--- config.mk ---
export PLATFORM = sky130hd
export DESIGN_NAME = wb_stage
export DESIGN_NICKNAME = d
export VERILOG_FILES = /design/src/rtl/wb_pkg.sv /design/src/rtl/wb_lq_fifo.sv /design/src/rtl/wb_stage.sv
export SDC_FILE = /design/constraint.sdc
export NUM_CORES = 1
export LEC_CHECK = 0
export CAP_MARGIN = 5
export CORE_ASPECT_RATIO = 1.25
export CORE_MARGIN = 4
export CORE_UTILIZATION = 45
export DETAILED_ROUTE_END_ITERATION = 8
export PLACE_DENSITY = 0.76
export REMOVE_ABC_BUFFERS = 1
export SKIP_LAST_GASP = 1
export SLEW_MARGIN = 20
export SYNTH_ARGS = -nofsm -noshare
export SYNTH_HDL_FRONTEND = slang
export SYNTH_SLANG_ARGS = --single-unit
--- constraint.sdc ---
create_clock -name p_Clk -period 5.5 [get_ports p_Clk]
set_clock_uncertainty 0.15 [all_clocks]
set_input_delay 0.825 -clock p_Clk [delete_from_list [all_inputs] [get_ports p_Clk]]
set_output_delay 0.825 -clock p_Clk [all_outputs]
set_load 0.02 [all_outputs]
--- src/rtl/wb_pkg.sv ---
// Shared definitions for the writeback stage: control-bus bit positions and load-size encodings.
// Pure declarations; no logic, no latency, no backpressure.
package wb_pkg;

    localparam int unsigned CTRL_STORE   = 4;
    localparam int unsigned CTRL_LOAD    = 3;
    localparam int unsigned CTRL_JUMP    = 2;
    localparam int unsigned CTRL_REGW    = 1;
    localparam int unsigned CTRL_MEM2REG = 0;

    typedef enum logic [1:0] {
        LD_BYTE  = 2'b00,
        LD_HALF  = 2'b01,
        LD_WORD  = 2'b10,
        LD_DWORD = 2'b11
    } ld_size_e;

endpackage

--- src/rtl/wb_lq_fifo.sv ---
// Circular buffer holding long-unit results until the register-file write port is free.
// Latency: an entry pushed at edge N is visible at the head from cycle N+1.
// Backpressure: push ignored when full, pop ignored when empty; count/full/empty are registered.
module wb_lq_fifo #(
    parameter int DEPTH = 4,
    parameter int DW    = 69
) (
    input  logic                     clk,
    input  logic                     rst_n,
    input  logic                     push,
    input  logic [DW-1:0]            wdata,
    input  logic                     pop,
    output logic [DW-1:0]            rdata,
    output logic [$clog2(DEPTH):0]   count,
    output logic                     full,
    output logic                     empty
);

    localparam int PW = $clog2(DEPTH);
    localparam int CW = PW + 1;

    logic [DW-1:0] mem_q [DEPTH];
    logic [DW-1:0] mem_d [DEPTH];
    logic [PW-1:0] wr_ptr_q, wr_ptr_d;
    logic [PW-1:0] rd_ptr_q, rd_ptr_d;
    logic [CW-1:0] count_q, count_d;
    logic          do_push, do_pop;

    assign full    = (count_q == CW'(DEPTH));
    assign empty   = (count_q == '0);
    assign do_push = push & ~full;
    assign do_pop  = pop & ~empty;
    assign rdata   = mem_q[rd_ptr_q];
    assign count   = count_q;

    always_comb begin
        mem_d    = mem_q;
        wr_ptr_d = wr_ptr_q;
        rd_ptr_d = rd_ptr_q;
        count_d  = count_q;
        if (do_push) begin
            mem_d[wr_ptr_q] = wdata;
            wr_ptr_d        = wr_ptr_q + 1'b1;
        end
        if (do_pop) begin
            rd_ptr_d = rd_ptr_q + 1'b1;
        end
        case ({do_push, do_pop})
            2'b10:   count_d = count_q + 1'b1;
            2'b01:   count_d = count_q - 1'b1;
            default: count_d = count_q;
        endcase
    end

    always_ff @(posedge clk or negedge rst_n) begin
        if (!rst_n) begin
            for (int i = 0; i < DEPTH; i++) mem_q[i] <= '0;
            wr_ptr_q <= '0;
            rd_ptr_q <= '0;
            count_q  <= '0;
        end else begin
            mem_q    <= mem_d;
            wr_ptr_q <= wr_ptr_d;
            rd_ptr_q <= rd_ptr_d;
            count_q  <= count_d;
        end
    end

endmodule

--- src/rtl/wb_stage.sv ---
// Registered writeback stage: selects mem/ALU/link data, merges long-unit results onto one RF write port.
// Latency: pipeline request -> RF one cycle; long result -> RF two cycles at earliest.
// Backpressure: p_LR_Ready low and p_WB_Stall high while the long-result queue is full. Macro: WB_LOAD_EXT_EN.
module wb_stage
    import wb_pkg::*;
#(
    parameter int WIDTH    = 64,
    parameter int ADDR     = 5,
    parameter int LQ_DEPTH = 4
) (
    input  logic                        p_Clk,
    input  logic                        p_Reset_n,
    input  logic                        p_WB_Valid,
    input  logic [WIDTH-1:0]            p_WB_MemData,
    input  logic [WIDTH-1:0]            p_WB_ALUResult,
    input  logic [WIDTH-1:0]            p_WB_PC_4,
    input  logic [ADDR-1:0]             p_WB_RegDestIN,
    input  logic [4:0]                  p_WB_Ctrl_Bus,
    input  logic [1:0]                  p_WB_LdSize,
    input  logic                        p_WB_LdUnsigned,
    input  logic [2:0]                  p_WB_LdAddrLo,
    input  logic                        p_LR_Valid,
    output logic                        p_LR_Ready,
    input  logic [WIDTH-1:0]            p_LR_Data,
    input  logic [ADDR-1:0]             p_LR_Dest,
    output logic                        p_WB_Stall,
    output logic                        p_RF_WE,
    output logic [ADDR-1:0]             p_RF_Addr,
    output logic [WIDTH-1:0]            p_RF_Data,
    output logic [$clog2(LQ_DEPTH):0]   p_LR_Pending
);

    logic                 lq_full, lq_empty, lq_push, lq_pop;
    logic [ADDR+WIDTH-1:0] lq_head;
    logic                 pipe_req;
    logic [WIDTH-1:0]     ld_data, pipe_data;

    logic                 rf_we_q, rf_we_d;
    logic [ADDR-1:0]      rf_addr_q, rf_addr_d;
    logic [WIDTH-1:0]     rf_data_q, rf_data_d;

    wb_lq_fifo #(
        .DEPTH (LQ_DEPTH),
        .DW    (ADDR + WIDTH)
    ) u_lq (
        .clk   (p_Clk),
        .rst_n (p_Reset_n),
        .push  (lq_push),
        .wdata ({p_LR_Dest, p_LR_Data}),
        .pop   (lq_pop),
        .rdata (lq_head),
        .count (p_LR_Pending),
        .full  (lq_full),
        .empty (lq_empty)
    );

    assign p_LR_Ready = ~lq_full;
    assign p_WB_Stall = lq_full;
    assign lq_push    = p_LR_Valid & ~lq_full;
    assign pipe_req   = p_WB_Valid & p_WB_Ctrl_Bus[CTRL_REGW] & ~p_WB_Stall;
    assign lq_pop     = ~pipe_req & ~lq_empty;

`ifdef WB_LOAD_EXT_EN
    logic [2:0]       lane;
    logic [WIDTH-1:0] shifted;
    logic             sext;

    always_comb begin
        lane    = 3'd0;
        ld_data = p_WB_MemData;
        sext    = ~p_WB_LdUnsigned;
        // Lane index is the load address aligned down to the access size.
        case (ld_size_e'(p_WB_LdSize))
            LD_BYTE: lane = p_WB_LdAddrLo;
            LD_HALF: lane = {p_WB_LdAddrLo[2:1], 1'b0};
            LD_WORD: lane = {p_WB_LdAddrLo[2], 2'b00};
            default: lane = 3'd0;
        endcase
        shifted = p_WB_MemData >> {lane, 3'b000};
        case (ld_size_e'(p_WB_LdSize))
            LD_BYTE: ld_data = {{(WIDTH-8){sext & shifted[7]}},   shifted[7:0]};
            LD_HALF: ld_data = {{(WIDTH-16){sext & shifted[15]}}, shifted[15:0]};
            LD_WORD: ld_data = {{(WIDTH-32){sext & shifted[31]}}, shifted[31:0]};
            default: ld_data = p_WB_MemData;
        endcase
    end

    logic unused_ctrl;
    assign unused_ctrl = ^{p_WB_Ctrl_Bus[CTRL_STORE], p_WB_Ctrl_Bus[CTRL_LOAD]};
`else
    assign ld_data = p_WB_MemData;

    logic unused_ld;
    assign unused_ld = ^{p_WB_LdSize, p_WB_LdUnsigned, p_WB_LdAddrLo,
                         p_WB_Ctrl_Bus[CTRL_STORE], p_WB_Ctrl_Bus[CTRL_LOAD]};
`endif

    always_comb begin
        pipe_data = p_WB_Ctrl_Bus[CTRL_MEM2REG] ? p_WB_ALUResult : ld_data;
        if (p_WB_Ctrl_Bus[CTRL_JUMP]) pipe_data = p_WB_PC_4;
    end

    // Addr/data hold their last value when idle; only WE needs to fall.
    always_comb begin
        rf_we_d   = 1'b0;
        rf_addr_d = rf_addr_q;
        rf_data_d = rf_data_q;
        if (pipe_req) begin
            rf_we_d   = (p_WB_RegDestIN != '0);
            rf_addr_d = p_WB_RegDestIN;
            rf_data_d = pipe_data;
        end else if (lq_pop) begin
            rf_we_d   = (lq_head[ADDR+WIDTH-1:WIDTH] != '0);
            rf_addr_d = lq_head[ADDR+WIDTH-1:WIDTH];
            rf_data_d = lq_head[WIDTH-1:0];
        end
    end

    always_ff @(posedge p_Clk or negedge p_Reset_n) begin
        if (!p_Reset_n) begin
            rf_we_q   <= 1'b0;
            rf_addr_q <= '0;
            rf_data_q <= '0;
        end else begin
            rf_we_q   <= rf_we_d;
            rf_addr_q <= rf_addr_d;
            rf_data_q <= rf_data_d;
        end
    end

    assign p_RF_WE   = rf_we_q;
    assign p_RF_Addr = rf_addr_q;
    assign p_RF_Data = rf_data_q;

endmodule

; Word level (Yosys, flattened, before mapping)
; Index checks and enable logic that the tools add are counted.
[op_classes]
addsub = 4
magnitude_cmp = 3
n_eq_ne = 3
n_mux = 15
bitwise_logic = 11
n_reduce_logical = 6
[op_table]
columns = op, count
row1 = $bwmux W276, 1
row2 = $mux W64, 4
row3 = $mux W69, 3
row4 = $bmux W69 S2, 1
row5 = $demux W69 S2, 1
row6 = $mux W5, 2
row7 = $reduce_bool A5 Y1, 2
row8 = $and A1 B1 Y1, 6
row9 = $ge A3 B3 Y1 const B, 2
row10 = $not A2 Y3, 2
row11 = $pmux W3 S2, 1
row12 = $add A2 B1 Y2 const B, 2
row13 = $reduce_bool A2 Y1, 2
row14 = $add A3 B1 Y3 const B, 1
row15 = $eq A3 B3 Y1 const B, 1
row16 = $logic_not A3 Y1, 1
row17 = $lt A3 B1 Y1 const B, 1
row18 = $not A1 Y1, 3
row19 = $sub A3 B1 Y3 const B, 1
row20 = $eq A2 B1 Y1 const B, 1
row21 = $eq A2 B2 Y1 const B, 1
row22 = $mux W1, 2
row23 = $logic_and A1 B1 Y1, 1
[totals]
ff_bits = 353
input_bits = 281
out_inout_bits = 75
elab_cells = 52

; Logic depth before layout (Yosys ltp)
[logic_depth]
depth_word = 8
ltp_mapped = 12
mapped_depth_nobuf = 11

; By module
; Synthesis repeated with hierarchy kept, for this count alone.
[hier_totals]
hier_cells = 1171
area_unflattened_um2 = 16686.0
[by_module_without_submodules]
columns = module, instances, cells_each, area_each_um2, seq_area_each_um2
row1 = wb_lq_fifo, 1, 705, 12264.3, 7081.8
row2 = wb_stage, 1, 466, 4421.7, 1751.7

; Least setup slack after synthesis
; Ideal clock, no wire load.
[synth_path]
path_kind = input -> register
from = input p_WB_Valid
to = register u_lq.count_q[2], in the netlist u_lq.count[2]
setup_time_ns = 0.080
arrival_ns = 2.544
required_time_ns = 5.270
slack_ns = 2.726
path_stages = 9
n_path_buf = 1
cell_sequence = and2_1 > mux2i_2 > buf_2 > ha_1 > inv_1 > fa_1 > xor2_1 > nor2_1 > xnor2_1
[synth_between]
elab_chain_cells = 7
word_cells_on_any_way = 9
classes_between = eq/ne: 2 / mux: 1 / bitwise: 5 / reduce/logical: 1
[synth_rtl]
columns = element, line
row1 = from (decl), wb_stage.sv:13  ; input logic p_WB_Valid,
row2 = $and A1 B1 Y1 * (2 in series), wb_stage.sv:60  ; assign pipe_req = p_WB_Valid & p_WB_Ctrl_Bus[CTRL_REGW] & ~p_WB_Stall;
row3 = $not A1 Y1 *, wb_stage.sv:61  ; assign lq_pop = ~pipe_req & ~lq_empty;
row4 = $and A1 B1 Y1 *, wb_stage.sv:61
row5 = $and A1 B1 Y1 *, wb_lq_fifo.sv:32  ; assign do_pop = pop & ~empty;
row6 = named net u_lq.do_pop, wb_lq_fifo.sv:27  ; logic do_push, do_pop;
row7 = $eq A2 B1 Y1 or $eq A2 B2 Y1 (tied branches), wb_lq_fifo.sv:48  ; case ({do_push, do_pop})
row8 = $pmux W3 S2 or $reduce_bool A2 Y1 (tied branches), n/a
row9 = to (signal assigned), wb_lq_fifo.sv:65  ; count_q <= count_d;
row10 = to (decl), wb_lq_fifo.sv:26  ; logic [CW-1:0] count_q, count_d;
; Mark *: on every way through the listed nets, which the timed path passes. The rest lies on a longest branch.
; A chain may end at the register's enable or synchronous reset.

; Final worst setup path
[layout_path]
from = register u_lq.count_q[0], in the netlist u_lq.count[0]
to = output p_WB_Stall
[layout_between]
elab_chain_cells = 1
[layout_rtl]
columns = element, line
row1 = $eq A3 B3 Y1, wb_lq_fifo.sv:29  ; assign full = (count_q == CW'(DEPTH));
row2 = to (decl), wb_stage.sv:26  ; output logic p_WB_Stall,
; No other way between the ends.

==> out/metrics.cfg <==
[yosys]
synth-simple-area-share_pct = 5.01
synth_xor_area_share_pct = 0.319
async_flop_share_pct = 100
yosys-top-cells-area = dfrtp_1 54%, mux2_2 19%, mux4_2 9.4%, nand2_1 4.5%, mux2i_1 3.9%
yosysWarningCount = 0
synth_cell_types = 31
yosysMostFrequentCell = dfrtp_1
yosys-top-cells-count = 353 x dfrtp_1, 276 x mux2_2, 197 x nand2_1
synth_mux_area_share_pct = 32.3
ys_ff_latch = 353
yosysTopAreaCellShare_pct = 53.6
synth_top_family_by_area = multiplexers
yosys.area.top_type = dfrtp_1
syn_inst = 1224
syn_area_um2 = 16500
synth-main-ff-cell = dfrtp_1
synth_adder_area_share_pct = 0.501
synth-edff-count = 0
yosysSeqAreaShare_pct = 53.6
synth_compound_area_share_pct = 5.28
synth.avg_cell_area_um2 = 13.5

[drt]
firstDrtPassIters = 5
drc_errors = 0
num_vias = 11000
antenna_left = 0
drt_iter0_markers = 538
wl_per_cell_um = 19.5
drt-vias-per-instance = 5.35
drt_wl_total_mm = 39.9

[layout]
drive_above_1_share_pct = 27.6
fill_cells = 2869
layout.nets = 1827
synthToLayoutAreaGrowth_pct = 30.4
final_area_um2 = 21500
instances_no_fill = 2048

[floorplanning]
die_w_um = 179
initial_core_util_pct = 45.5
io-pin-count = 356
fp-row-count = 78
fp.dieH_um = 222
coreArea_um2 = 36200
die-area_um2 = 39700

[grt]
grt_max_degree = 123
grt-ovfl-total = 0
grt_pass1_vias = 11900
antenna_found_initial = 5
grt_use_total_pct = 19.9
grt_first_pass_wirelength_mm = 62.9

[worst_setup_path]
ff2ff_setup_slack_ns = 2.79
critPathSlowestCell = clkdlybuf4s50_1
startpoint_type = flip-flop
crit_required_ns = 4.53
worstPathArrival_ns = 1.89
critPathKind = flip-flop to output pin
crit_path_end_kind = output pin
cp_max_fo = 4
worstPathCellList = inv_1 > nand3_1 > inv_2 > clkdlybuf4s50_1
max_stage_delay_ns = 0.62

[clock_network]
hold_buffers = 0
cts_tree = done
h-tree-depth = 2
clock_path_buffers = 3
clkSinkCount = 353
clock-root-buffer = clkbuf_16
path_clk_slew_ns = 0.06
clock_latency_ns = 0.52
post_cts_buffers = 0
cts.repair.resized = 0
cts_inserted_buffers = 37

[placed_design]
dpl_cell_area_um2 = 20300
preCtsSetupSlack_ns = 2.24
place_congestion = 0.729
dp_cells = 1981
hpwl_mm = 25.6
io_buffers = 347

[sta]
setup_tns_ns = 0
hold_viol = 0
setup_ws_ns = 2.63
post-route-period-util_pct = 52.2
fin_crit_ns = 2.87
setup_violations = 0
rsz0062_at_grt = no
slew_headroom_pct = 28.5
finalMaxSlewViolations = 0
max_freq_mhz = 349
worstMarginPinSlew_ns = 1.07

[power]
swShare_pct = 31.9
seq_power_share_pct = 38.9
p_sw_mw = 3.84
p_clk_share_pct = 19.8
internal_power_mw = 8.21
pwr-share-comb_pct = 41.3
p_leak_nw = 9.25
ir_drop_uv = 336
p_per_area_nw_per_um2 = 561

[min_path]
hp-class = input port to async pin

[status]
status = complete, no violations

[run]
maxCapViolCount = 0

cells by family (layout without fill, tap and decap cells):
family | count (synthesis) | in the layout
fa+ha+maj | 6 | 6
simple gates | 211 | 211
flops | 353 | 353
xor+xnor | 6 | 6
buf+inv | 101 | 441
mux | 410 | 410
compound gates | 137 | 137
other cells | 0 | 4
cell type report:
class	instances	area (um^2)	share of cell area, %
multi-input combinational	770	7190	33.5
sequential	353	8840	41.1
timing repair buffer	364	3650	17.0
clock buffer	53	1070	4.96
inverter	14	52.6	0.245
tap	480	601	2.80
clock inverter	10	75.1	0.349
antenna	4	10.0	0.0466
layout by cell type, fill, tap and decap left out, types with 2 or more instances in the layout:
cell type,netlist,routed
xnor2_1,4,4
nand2_4,0,4
mux2i_1,64,64
diode_2,0,4
or4_1,2,2
a222oi_1,4,4
buf_12,0,4
buf_4,6,15
a22oi_1,64,64
clkbuf_8,0,8
clkbuf_16,0,37
dfrtp_1,353,351
mux2_2,276,276
xor2_1,2,2
clkinv_2,0,9
dfrtp_4,0,2
inv_1,13,13
o21ai_0,67,67
ha_1,5,5
nand2_1,197,197
clkbuf_1,34,8
mux4_2,69,69
clkdlybuf4s50_1,0,344
state kept, by name (all words and copies together), names as in the netlist:
register and flops:
u_lq.wr_ptr_q 2, u_lq.mem_q 276, u_lq.count 3, u_lq.rd_ptr_q 2
p_RF_Addr 5, p_RF_WE 1, p_RF_Data 64
power groups by stage:
stage / Combinational, mW / Sequential (mW) / Clock [mW]
2_1_floorplan: 3.10 / 4.93 / 0
3_3_place_gp: 4.93 / 4.63 / 0
3_5_place_dp: 5.06 / 4.73 / 0
4_1_cts: 5.08 / 4.69 / 2.45
5_1_grt: 5.41 / 4.84 / 2.56
6_report: 4.98 / 4.69 / 2.38
worst paths after layout:
check,cells past startpoint,start,to
setup / recovery,4,u_lq.count[0]$_DFFE_PN0P_,p_WB_Stall
min in group p_Clk,2,p_RF_Data[50]$_DFFE_PN0P_,p_RF_Data[50]$_DFFE_PN0P_
hold reg to reg,2,p_RF_Data[50]$_DFFE_PN0P_,p_RF_Data[50]$_DFFE_PN0P_
hold / removal,1,p_Reset_n,p_RF_Data[4]$_DFFE_PN0P_
max in group asynchronous,2,p_Reset_n,u_lq.rd_ptr_q[0]$_DFFE_PN0P_
setup reg to reg,8,u_lq.count[0]$_DFFE_PN0P_,u_lq.mem_q[268]$_DFFE_PN0P_
metrics by stage:
step	util, %	hold slack [ns]	power [mW]
after detailed placement	56.2	0.304	9.79
final	59.3	0.240	12.1
after floorplan	-	0.324	8.02
after CTS	59.3	0.282	12.2
after global placement	56.2	0.299	9.56
after global routing	59.3	0.306	12.8
worst max-delay path, delay by kind of cell, from the launching register on:
family,cells,cell delay (ns)
flip-flops,1,0.41
AND/OR/NAND/NOR,1,0.12
buffers and inverters,3,0.85
layer usage:
| layer | global-route usage (%) | wire length [um] | share of wire, % | vias to the layer above |
|---|---|---|---|---|
| met5 | 0 | 13 | 0.033 | - |
| met4 | 5.58 | 785 | 2.0 | 2 |
| met3 | 3.74 | 2290 | 5.7 | 58 |
| met1 | 24.6 | 15800 | 40 | 5570 |
| li1 | - | - | - | 5060 |
| met2 | 35.6 | 21000 | 53 | 273 |
(Power assumes the default switching activity.)
